`src/rtl/io_map_pkg.sv`:
```
// Shared IO address map and seven-segment encoding helpers for the IO port banks.
package io_map_pkg;

    localparam logic [5:0] IO_OUT0 = 6'b100000;
    localparam logic [5:0] IO_OUT1 = 6'b100001;
    localparam logic [5:0] IO_OUT2 = 6'b100010;
    localparam logic [5:0] IO_IN0  = 6'b110000;
    localparam logic [5:0] IO_IN1  = 6'b110001;

    localparam int N_OUT_PORTS = 3;

    // Cathode bit positions in {dp,g,f,e,d,c,b,a}; all segments active-low.
    localparam int SEG_A  = 0;
    localparam int SEG_B  = 1;
    localparam int SEG_C  = 2;
    localparam int SEG_D  = 3;
    localparam int SEG_E  = 4;
    localparam int SEG_F  = 5;
    localparam int SEG_G  = 6;
    localparam int SEG_DP = 7;

    localparam logic [7:0] SEG_ALL_OFF = 8'hFF;
    localparam logic [7:0] AN_DIGIT0   = 8'hFE;

    typedef enum logic [1:0] {
        PSEL_OUT0 = 2'd0,
        PSEL_OUT1 = 2'd1,
        PSEL_OUT2 = 2'd2,
        PSEL_NONE = 2'd3
    } port_sel_e;

    function automatic port_sel_e decode_out_port(input logic [5:0] word_addr);
        case (word_addr)
            IO_OUT0: decode_out_port = PSEL_OUT0;
            IO_OUT1: decode_out_port = PSEL_OUT1;
            IO_OUT2: decode_out_port = PSEL_OUT2;
            default: decode_out_port = PSEL_NONE;
        endcase
    endfunction

    // Hex glyphs with the decimal point forced off.
    function automatic logic [7:0] seg7_hex(input logic [3:0] nibble);
        case (nibble)
            4'h0: seg7_hex = 8'hC0;
            4'h1: seg7_hex = 8'hF9;
            4'h2: seg7_hex = 8'hA4;
            4'h3: seg7_hex = 8'hB0;
            4'h4: seg7_hex = 8'h99;
            4'h5: seg7_hex = 8'h92;
            4'h6: seg7_hex = 8'h82;
            4'h7: seg7_hex = 8'hF8;
            4'h8: seg7_hex = 8'h80;
            4'h9: seg7_hex = 8'h90;
            4'hA: seg7_hex = 8'h88;
            4'hB: seg7_hex = 8'h83;
            4'hC: seg7_hex = 8'hC6;
            4'hD: seg7_hex = 8'hA1;
            4'hE: seg7_hex = 8'h86;
            default: seg7_hex = 8'h8E;
        endcase
    endfunction

endpackage

```
`src/rtl/io_seg7_scan.sv`:
```
// Eight-digit multiplexed seven-segment scanner: prescaler, digit index and
// registered anode/cathode drive with per-digit blanking.
module io_seg7_scan
    import io_map_pkg::*;
#(
    parameter int SCAN_DIV_W = 16
) (
    input  logic        io_clk,
    input  logic        resetn,
    input  logic [31:0] value,
    input  logic [7:0]  blank,
    output logic [7:0]  seg_an,
    output logic [7:0]  seg_cat
);

    logic [SCAN_DIV_W-1:0] r_prescale;
    logic [2:0]            r_digit;
    logic [7:0]            r_seg_an;
    logic [7:0]            r_seg_cat;

    logic                  w_wrap;
    logic [2:0]            w_digit_next;
    logic [3:0]            w_nibble;

    assign w_wrap       = &r_prescale;
    assign w_digit_next = r_digit + 3'd1;
    assign w_nibble     = value[{w_digit_next, 2'b00} +: 4];

    // Drive is computed for the digit being entered, so anode and cathode
    // change together on the wrap edge.
    always_ff @(posedge io_clk or negedge resetn) begin
        if (!resetn) begin
            r_prescale <= '0;
            r_digit    <= 3'd0;
            r_seg_an   <= AN_DIGIT0;
            r_seg_cat  <= seg7_hex(4'h0);
        end else begin
            r_prescale <= r_prescale + 1'b1;
            if (w_wrap) begin
                r_digit <= w_digit_next;
                if (blank[w_digit_next]) begin
                    r_seg_an  <= SEG_ALL_OFF;
                    r_seg_cat <= SEG_ALL_OFF;
                end else begin
                    r_seg_an  <= ~(8'h01 << w_digit_next);
                    r_seg_cat <= seg7_hex(w_nibble);
                end
            end
        end
    end

    assign seg_an  = r_seg_an;
    assign seg_cat = r_seg_cat;

endmodule

```
`src/rtl/io_output_reg.sv`:
```
// Memory-mapped output port bank: three store-written registers with
// combinational readback, plus a hex display of out_port0.
module io_output_reg
    import io_map_pkg::*;
#(
    parameter int SCAN_DIV_W = 16
) (
    input  logic        io_clk,
    input  logic        resetn,
    input  logic [31:0] addr,
    input  logic [31:0] datain,
    input  logic        write_io_enable,
    output logic [31:0] io_read_data,
    output logic [31:0] out_port0,
    output logic [31:0] out_port1,
    output logic [31:0] out_port2,
    output logic [7:0]  seg_an,
    output logic [7:0]  seg_cat
);

    logic [31:0] r_port [N_OUT_PORTS];
    port_sel_e   w_sel;
    logic        w_addr_unused;

    assign w_sel = decode_out_port(addr[7:2]);
    // Only the word-select field participates in decoding.
    assign w_addr_unused = ^{addr[31:8], addr[1:0]};

    genvar gi;
    generate
        for (gi = 0; gi < N_OUT_PORTS; gi++) begin : g_port
            always_ff @(posedge io_clk or negedge resetn) begin
                if (!resetn) begin
                    r_port[gi] <= 32'h0;
                end else if (write_io_enable && (w_sel == port_sel_e'(gi))) begin
                    r_port[gi] <= datain;
                end
            end
        end
    endgenerate

    always_comb begin
        io_read_data = 32'h0;
        case (w_sel)
            PSEL_OUT0: io_read_data = r_port[0];
            PSEL_OUT1: io_read_data = r_port[1];
            PSEL_OUT2: io_read_data = r_port[2];
            default:   io_read_data = 32'h0;
        endcase
    end

    assign out_port0 = r_port[0];
    assign out_port1 = r_port[1];
    assign out_port2 = r_port[2];

    io_seg7_scan #(
        .SCAN_DIV_W (SCAN_DIV_W)
    ) u_scan (
        .io_clk  (io_clk),
        .resetn  (resetn),
        .value   (r_port[0]),
        .blank   (r_port[2][7:0]),
        .seg_an  (seg_an),
        .seg_cat (seg_cat)
    );

endmodule
```
`config.mk`:
```
export PLATFORM = sky130hd
export DESIGN_NAME = io_output_reg
export DESIGN_NICKNAME = d
export VERILOG_FILES = /design/src/rtl/io_map_pkg.sv /design/src/rtl/io_seg7_scan.sv /design/src/rtl/io_output_reg.sv
export SDC_FILE = /design/constraint.sdc
export NUM_CORES = 1
export LEC_CHECK = 0
export BUFFER_PORTS_ARGS = -buffer_cell sky130_fd_sc_hd__buf_4
export CORE_ASPECT_RATIO = 1.5
export CORE_MARGIN = 1.5
export CORE_UTILIZATION = 32
export DETAILED_ROUTE_END_ITERATION = 10
export PLACE_DENSITY = 0.52
export RECOVER_POWER = 50
export SYNTH_ARGS = -nofsm -noshare
export SYNTH_HDL_FRONTEND = slang
export SYNTH_SLANG_ARGS = --single-unit
```
`constraint.sdc`:
```
create_clock -name io_clk -period 4.5 [get_ports io_clk]
set_clock_uncertainty 0.05 [all_clocks]
set_input_delay 0.225 -clock io_clk [delete_from_list [all_inputs] [get_ports io_clk]]
set_output_delay 0.225 -clock io_clk [all_outputs]
set_load 0.01 [all_outputs]
```
==> results.json, run 1 <==
{
  "synth_top_family_by_area": "multiplexers",
  "syn_area_per_cell_sq_um": 12.69,
  "grt_pass1_wl_microns": 27880,
  "power_frac_comb": 0.148,
  "rsz0062_at_grt": "no",
  "timing.slew.headroom": -0.4809,
  "fin_crit_sh": 0.7632,
  "peakVddDrop_mv": 0.1938,
  "drc": 0,
  "violations": "capacitance limit, slew limit",
  "n_fill_cell": 1988,
  "synth_fa_ha_area_frac": 0.02334,
  "vias_per_cell": 4.890,
  "seqPwrFrac": 0.432,
  "post-cts-setup-buffers": 0,
  "leakage_nw": 3.868,
  "max-cap-violations": 2,
  "slew_viol_final": 108,
  "htreeDepth": 4,
  "final_cells": 979,
  "num_vias": 4787,
  "start_util": 0.3264,
  "die_area_sq_mm": 0.02098,
  "yosysSeqAreaShare": 0.5073,
  "io_pins": 211,
  "ys.flop_type": "dfrtp_1",
  "end_kind": "async pin",
  "root_buffer": "clkbuf_16",
  "p_switching_uw": 910.9,
  "startpoint_type": "input pin",
  "grt_start_max_net_pins": 67,
  "synth_edf_count": 0,
  "muxShareOfSynthArea": 0.2782,
  "synth_cell_types": 48,
  "drt-initial-drc-count": 166,
  "async_reset_ff_frac": 1.000,
  "place_congestion": 0.8265,
  "antenna_found_initial": 0,
  "totalPowerFinal_mw": 3.268,
  "wl_met2_microns": 10040,
  "top_layer": "met4",
  "clock_latency_ns": 0.42,
  "setup_viol": 0,
  "critical_path_class": "input pin to async pin",
  "synthXorXnorAreaFrac": 0.02451,
  "grt_overflow": 0,
  "ys_ff_latch": 130,
  "clk_pin_slew_worst_paths_ns": 0.06,
  "met3_length_microns": 688,
  "period_minus_slack_ns": 3.434,
  "core_sq_mm": 0.01971,
  "synthTopCellsByArea": "dfrtp_1, mux2_2, mux2i_1",
  "fin_setup_tns_ns": 0,
  "worstPathMaxFanout": 40,
  "dp_cells": 930,
  "pwr-share-clk": 0.419,
  "netlist.area_leader.share": 0.4746,
  "grt_pass1_vias": 4957,
  "switching_share": 0.2787,
  "portBuffers": 183,
  "yosys_warnings": 0,
  "cts_sinks": 130,
  "worstHoldPathType": "input pin to flip-flop",
  "synth_area_sq_mm": 0.006432,
  "status": "complete, but fails checks",
  "crit_required_ns": 4.51,
  "yosys.area_share.simple": 0.07139,
  "power.internal_mw": 2.358,
  "max_freq_ghz": 0.2912,
  "synth_top_cell_by_area": "dfrtp_1",
  "r2r_slack_ns": 1.11,
  "critical_path_arrival_ns": 3.45,
  "wl_met1_microns": 6658,
  "synth_nets": 586,
  "hpwl_microns": 13440,
  "routedWlPerCell_microns": 18.14,
  "die_x_microns": 118.8,
  "worst_slew_pin_slew_ns": 2.221,
  "cellPowerDensity_mw_per_mm2": 390.5,
  "drt_wl_total_microns": 17760,
  "area_growth_pct": 30.11,
  "drive_above_1_share": 0.3268,
  "ant_nets": 0,
  "fp-row-count": 63,
  "tritoncts": "yes",
  "hold_viol_final": 0,
  "n_antenna_cell": 0,
  "track_usage": 0.1719,
  "final_nets": 785,
  "synthCells": 507,
  "dr.pass1.iters": 4,
  "synth-compound-area-share": 0.05855,
  "cts_buffer_depth": 2,
  "die_height_microns": 176.6,
  "cts_made_buffers": 17
}
==> cells by family (layout without fill, tap and decap cells) <==
kind of cell    Yosys count  count (layout)
compound gates           61              61
other cells               1               1
flops                   130             130
fa+ha+maj                12              12
buf+inv                  39             251
mux                     152             152
simple gates             94              94
xor+xnor                 18              18
==> worst paths after layout <==
| path | from | end | depth (start not counted) |
|---|---|---|---|
| max reg2reg | u_scan.r_digit[0] | u_scan.seg_cat[6] | 10 |
| min | datain[24] | out_port1[24] | 2 |
| min in group asynchronous | resetn | out_port2[13] | 2 |
| max in group io_clk | u_scan.r_digit[0] | u_scan.seg_cat[6] | 10 |
| max | resetn | out_port0[1] | 3 |
| min reg2reg | u_scan.r_prescale[13] | u_scan.r_prescale[13] | 1 |
==> cells in the mapped netlist, types with 4 or more instances <==
cell and instances:
buf_2 6, mux2i_1 37, dfstp_2 8, nor2_1 18, inv_1 10, o21ai_0 33, nor3_1 4, mux4_2 11
mux2_1 4, xnor2_1 12, xor2_1 6, ha_1 12, buf_6 10, dfrtp_1 122, a31oi_1 10, nand2_1 43
nand3_1 9, mux2_2 100, clkbuf_1 10
==> cell type report <==
type                            instances  area, sq um  share of cell area
Clock inverter                         13        150.1             0.01794
Timing Repair Buffer                  208         1204              0.1438
Clock buffer                           19        442.9             0.05292
Inverter                               11        41.29            0.004933
Multi-Input combinational cell        338         2943              0.3516
Sequential cell                       130         3263              0.3899
Tap cell                              260        325.3             0.03887
==> state kept, by name, indices dropped and copies added, names as in the netlist <==
register and flops:
u_scan.r_prescale 16, out_port2 32, out_port0 32, u_scan.seg_cat 7, out_port1 32, u_scan.r_digit 3
u_scan.seg_an 8
==> critical path, cell delays in order <==
cell,delay [ns]
dlygate4sd3_1,0.52
clkbuf_1,1.00
clkbuf_1,1.66
==> power by group through the flow <==
stage	Clock, mW	Sequential, mW	Combinational, mW
after CTS	1.41	1.42	0.584
after detailed placement	0	1.44	0.572
after global routing	1.46	1.43	0.528
after floorplan	0	1.44	0.223
after global placement	0	1.44	0.562
final	1.37	1.41	0.484
==> metrics by stage <==
step	instance area, sq um	utilization	hold slack [ns]	setup WS (ns)
floorplan	6432	-	-0.1206	1.404
global placement	8006	0.4063	0.09893	1.217
detailed placement	8006	0.4063	0.1044	1.080
CTS	8760	0.4445	0.0005740	1.072
global route	8369	0.4247	0.0009833	0.4405
finish	8369	0.4247	0.01554	1.066
==> timing repair <==
action | 4_1_cts | 5_1_grt
hold buffers | 16 | 1
endpoints found under the hold margin | 53 | 2
resized for setup | 0 | 0
==> metal layers <==
metal  up-vias  GRT usage
li1       2220          -
met1      2424     0.1857
met2       119     0.3270
met3        24    0.03640
met4         0    0.06376
met5         -          0
==> layout by cell type (no fill, tap or decap), drive strengths merged, types with 11 or more instances in the layout <==
cell	instances
o21ai	33
dfrtp	122
buf	84
mux4	11
ha	12
mux2i	37
nand2	43
nor2	18
clkbuf	126
dlygate4sd3	17
inv	14
mux2	104
xnor2	12
No activity file was read; power rests on OpenSTA's default activity.
==> inputs of run 2 (changes only) <==
==> constraint.sdc (replaced) <==
create_clock -name io_clk -period 3.4 [get_ports io_clk]
set_clock_uncertainty 0.05 [all_clocks]
set_input_delay 0.17 -clock io_clk [delete_from_list [all_inputs] [get_ports io_clk]]
set_output_delay 0.17 -clock io_clk [all_outputs]
set_load 0.01 [all_outputs]
==> results.json, run 2 (synthesized netlist as in run 1, its figures left out) <==
{
  "cts_made_buffers": 17,
  "switching_share": 0.2907,
  "critical_path_class": "flip-flop to flip-flop",
  "die_area_sq_mm": 0.02098,
  "final_common_cell": "dfrtp_1",
  "hold_viol_final": 0,
  "fin_crit_sh": 0.8942,
  "slowest_stage": "ha_1",
  "track_usage": 0.1806,
  "portBuffers": 183,
  "place_congestion": 0.8145,
  "start_util": 0.3264,
  "leakage_nw": 3.992,
  "layout_common_cells": "dfrtp_1, mux2_2, clkbuf_1",
  "dr.pass1.iters": 4,
  "crit_required_ns": 3.65,
  "cp_cell_sequence": "inv_1, ha_1, mux4_2, nand2_1, a21boi_0, inv_1, ha_1, mux2i_1, o2bb2ai_1, o22a_1",
  "vias_per_cell": 4.898,
  "grt_pass1_wl_microns": 28940,
  "max-cap-violations": 0,
  "fp-row-count": 63,
  "drt-initial-drc-count": 175,
  "path_depth": 10,
  "io_pins": 211,
  "status": "finished, final reports clean",
  "worstHoldPathType": "input pin to flip-flop",
  "r2r-start": "u_scan.r_digit[1]",
  "clock_latency_ns": 0.43,
  "tritoncts": "yes",
  "max_freq_ghz": 0.3289,
  "area_growth_pct": 33.73,
  "timing.critical_path.to": "u_scan.seg_cat[0]",
  "seqPwrFrac": 0.436,
  "pwr-share-clk": 0.410,
  "worst_slew_pin_slew_ns": 1.429,
  "cts_sinks": 130,
  "reg2reg_depth": 10,
  "fin_setup_tns_ns": 0,
  "ant_nets": 0,
  "drc": 0,
  "r2r_end": "u_scan.seg_cat[0]",
  "die_x_microns": 118.8,
  "num_vias": 4913,
  "power.internal_mw": 3.050,
  "htreeDepth": 4,
  "timing.slew.headroom": 0.04703,
  "setup_viol": 0,
  "core_sq_mm": 0.01971,
  "crit_family": "adder cells",
  "final_nets": 809,
  "routedWlPerCell_microns": 18.49,
  "hpwl_microns": 13570,
  "r2r_slack_ns": 0.36,
  "rsz0062_at_grt": "no",
  "cellPowerDensity_mw_per_mm2": 500.0,
  "drive_above_1_share": 0.3432,
  "peakVddDrop_mv": 0.2562,
  "n_antenna_cell": 0,
  "slew_viol_final": 0,
  "power_frac_comb": 0.154,
  "end_kind": "flip-flop",
  "antenna_found_initial": 0,
  "max_stage_delay_ns": 0.53,
  "p_switching_mw": 1.250,
  "worstPathMaxFanout": 8,
  "root_buffer": "clkbuf_16",
  "cts_buffer_depth": 2,
  "die_height_microns": 176.6,
  "final_util": 0.4365,
  "clk_pin_slew_worst_paths_ns": 0.06,
  "drt_wl_total_microns": 18550,
  "period_minus_slack_ns": 3.040,
  "startpoint_type": "flip-flop",
  "grt_start_max_net_pins": 58,
  "critical_path_arrival_ns": 3.29,
  "critPathLaunch": "u_scan.r_digit[1]",
  "critPathBufInv": 2,
  "grt_overflow": 0,
  "grt_pass1_vias": 5147
}
## run 2: cell count changes in the layout (fill, tap and decap cells not counted), sizes merged
cell         delta
buf            +13
bufinv          -1
clkbuf          -7
clkinvlp        -1
inv             +2
clkinv          +2
dlygate4sd3    +16
## run 2: how the worst min path moves through the flow
stage                     from       endpoint  slack, ns  depth (start not counted)
2_1_floorplan           resetn   out_port0[0]      -0.18                          0
4_1_cts        write_io_enable   out_port0[1]       0.28                          3
5_1_grt        write_io_enable   out_port0[1]       0.29                          3
6_report       write_io_enable   out_port0[1]       0.29                          3
3_5_place_dp            resetn  out_port1[16]       0.20                          1
3_3_place_gp            resetn  out_port1[11]       0.19                          1
## run 2: layer usage
metal  global-route usage  vias up  wire length, microns
met3              0.03995       17                   662
li1                     -     2275                     -
met1               0.1944     2496                  7041
met5                    0        -                     0
met4              0.06275        0                   311
met2               0.3454      125                 10530
## run 2: worst register-to-register path: cells and delay by family (launching register included)
kind | cells | cell delay, ns
adder cells (fa/ha/maj) | 2 | 0.82
AO/OA/AOI/OAI | 3 | 0.74
flip-flops | 1 | 0.39
buffers and inverters | 2 | 0.25
multiplexers | 2 | 0.59
AND/OR/NAND/NOR | 1 | 0.07
## run 2: power by group through the flow
stage          Sequential (mW)  Combinational, mW  Clock (mW)
3_3_place_gp              1.91              0.745           0
6_report                  1.88              0.661        1.76
3_5_place_dp              1.91              0.752           0
2_1_floorplan             1.91              0.296           0
4_1_cts                   1.88              0.786        1.80
5_1_grt                   1.90              0.718        1.87
## run 2: area by class of cell
type	instances	area, sq um
Clock buffer	17	425.4
Clock inverter	15	147.6
Fill cell	1982	11100
Inverter	11	41.29
Multi-Input combinational cell	338	2943
Sequential cell	130	3263
Tap cell	260	325.3
Timing Repair Buffer	232	1456
## run 2: stage by stage
stage / total power, mW / cells / hold WS (ns) / setup WS (ns) / cell area [sq um]
final: 4.301 / 1003 / 0.2923 / 0.3596 / 8602
after global routing: 4.490 / 1003 / 0.2922 / 0.1377 / 8602
after global placement: 2.650 / 938 / 0.1917 / 0.5085 / 8092
after CTS: 4.474 / 1003 / 0.2770 / 0.3254 / 8995
after floorplan: 2.206 / 507 / -0.1756 / 0.3041 / 6432
after detailed placement: 2.662 / 938 / 0.2006 / 0.3392 / 8092
## run 2: timing repair
action	4_1_cts	5_1_grt
gates resized for setup	0	0
buffers inserted	0	0
hold buffers	33	0
hold endpoints to repair	143	0
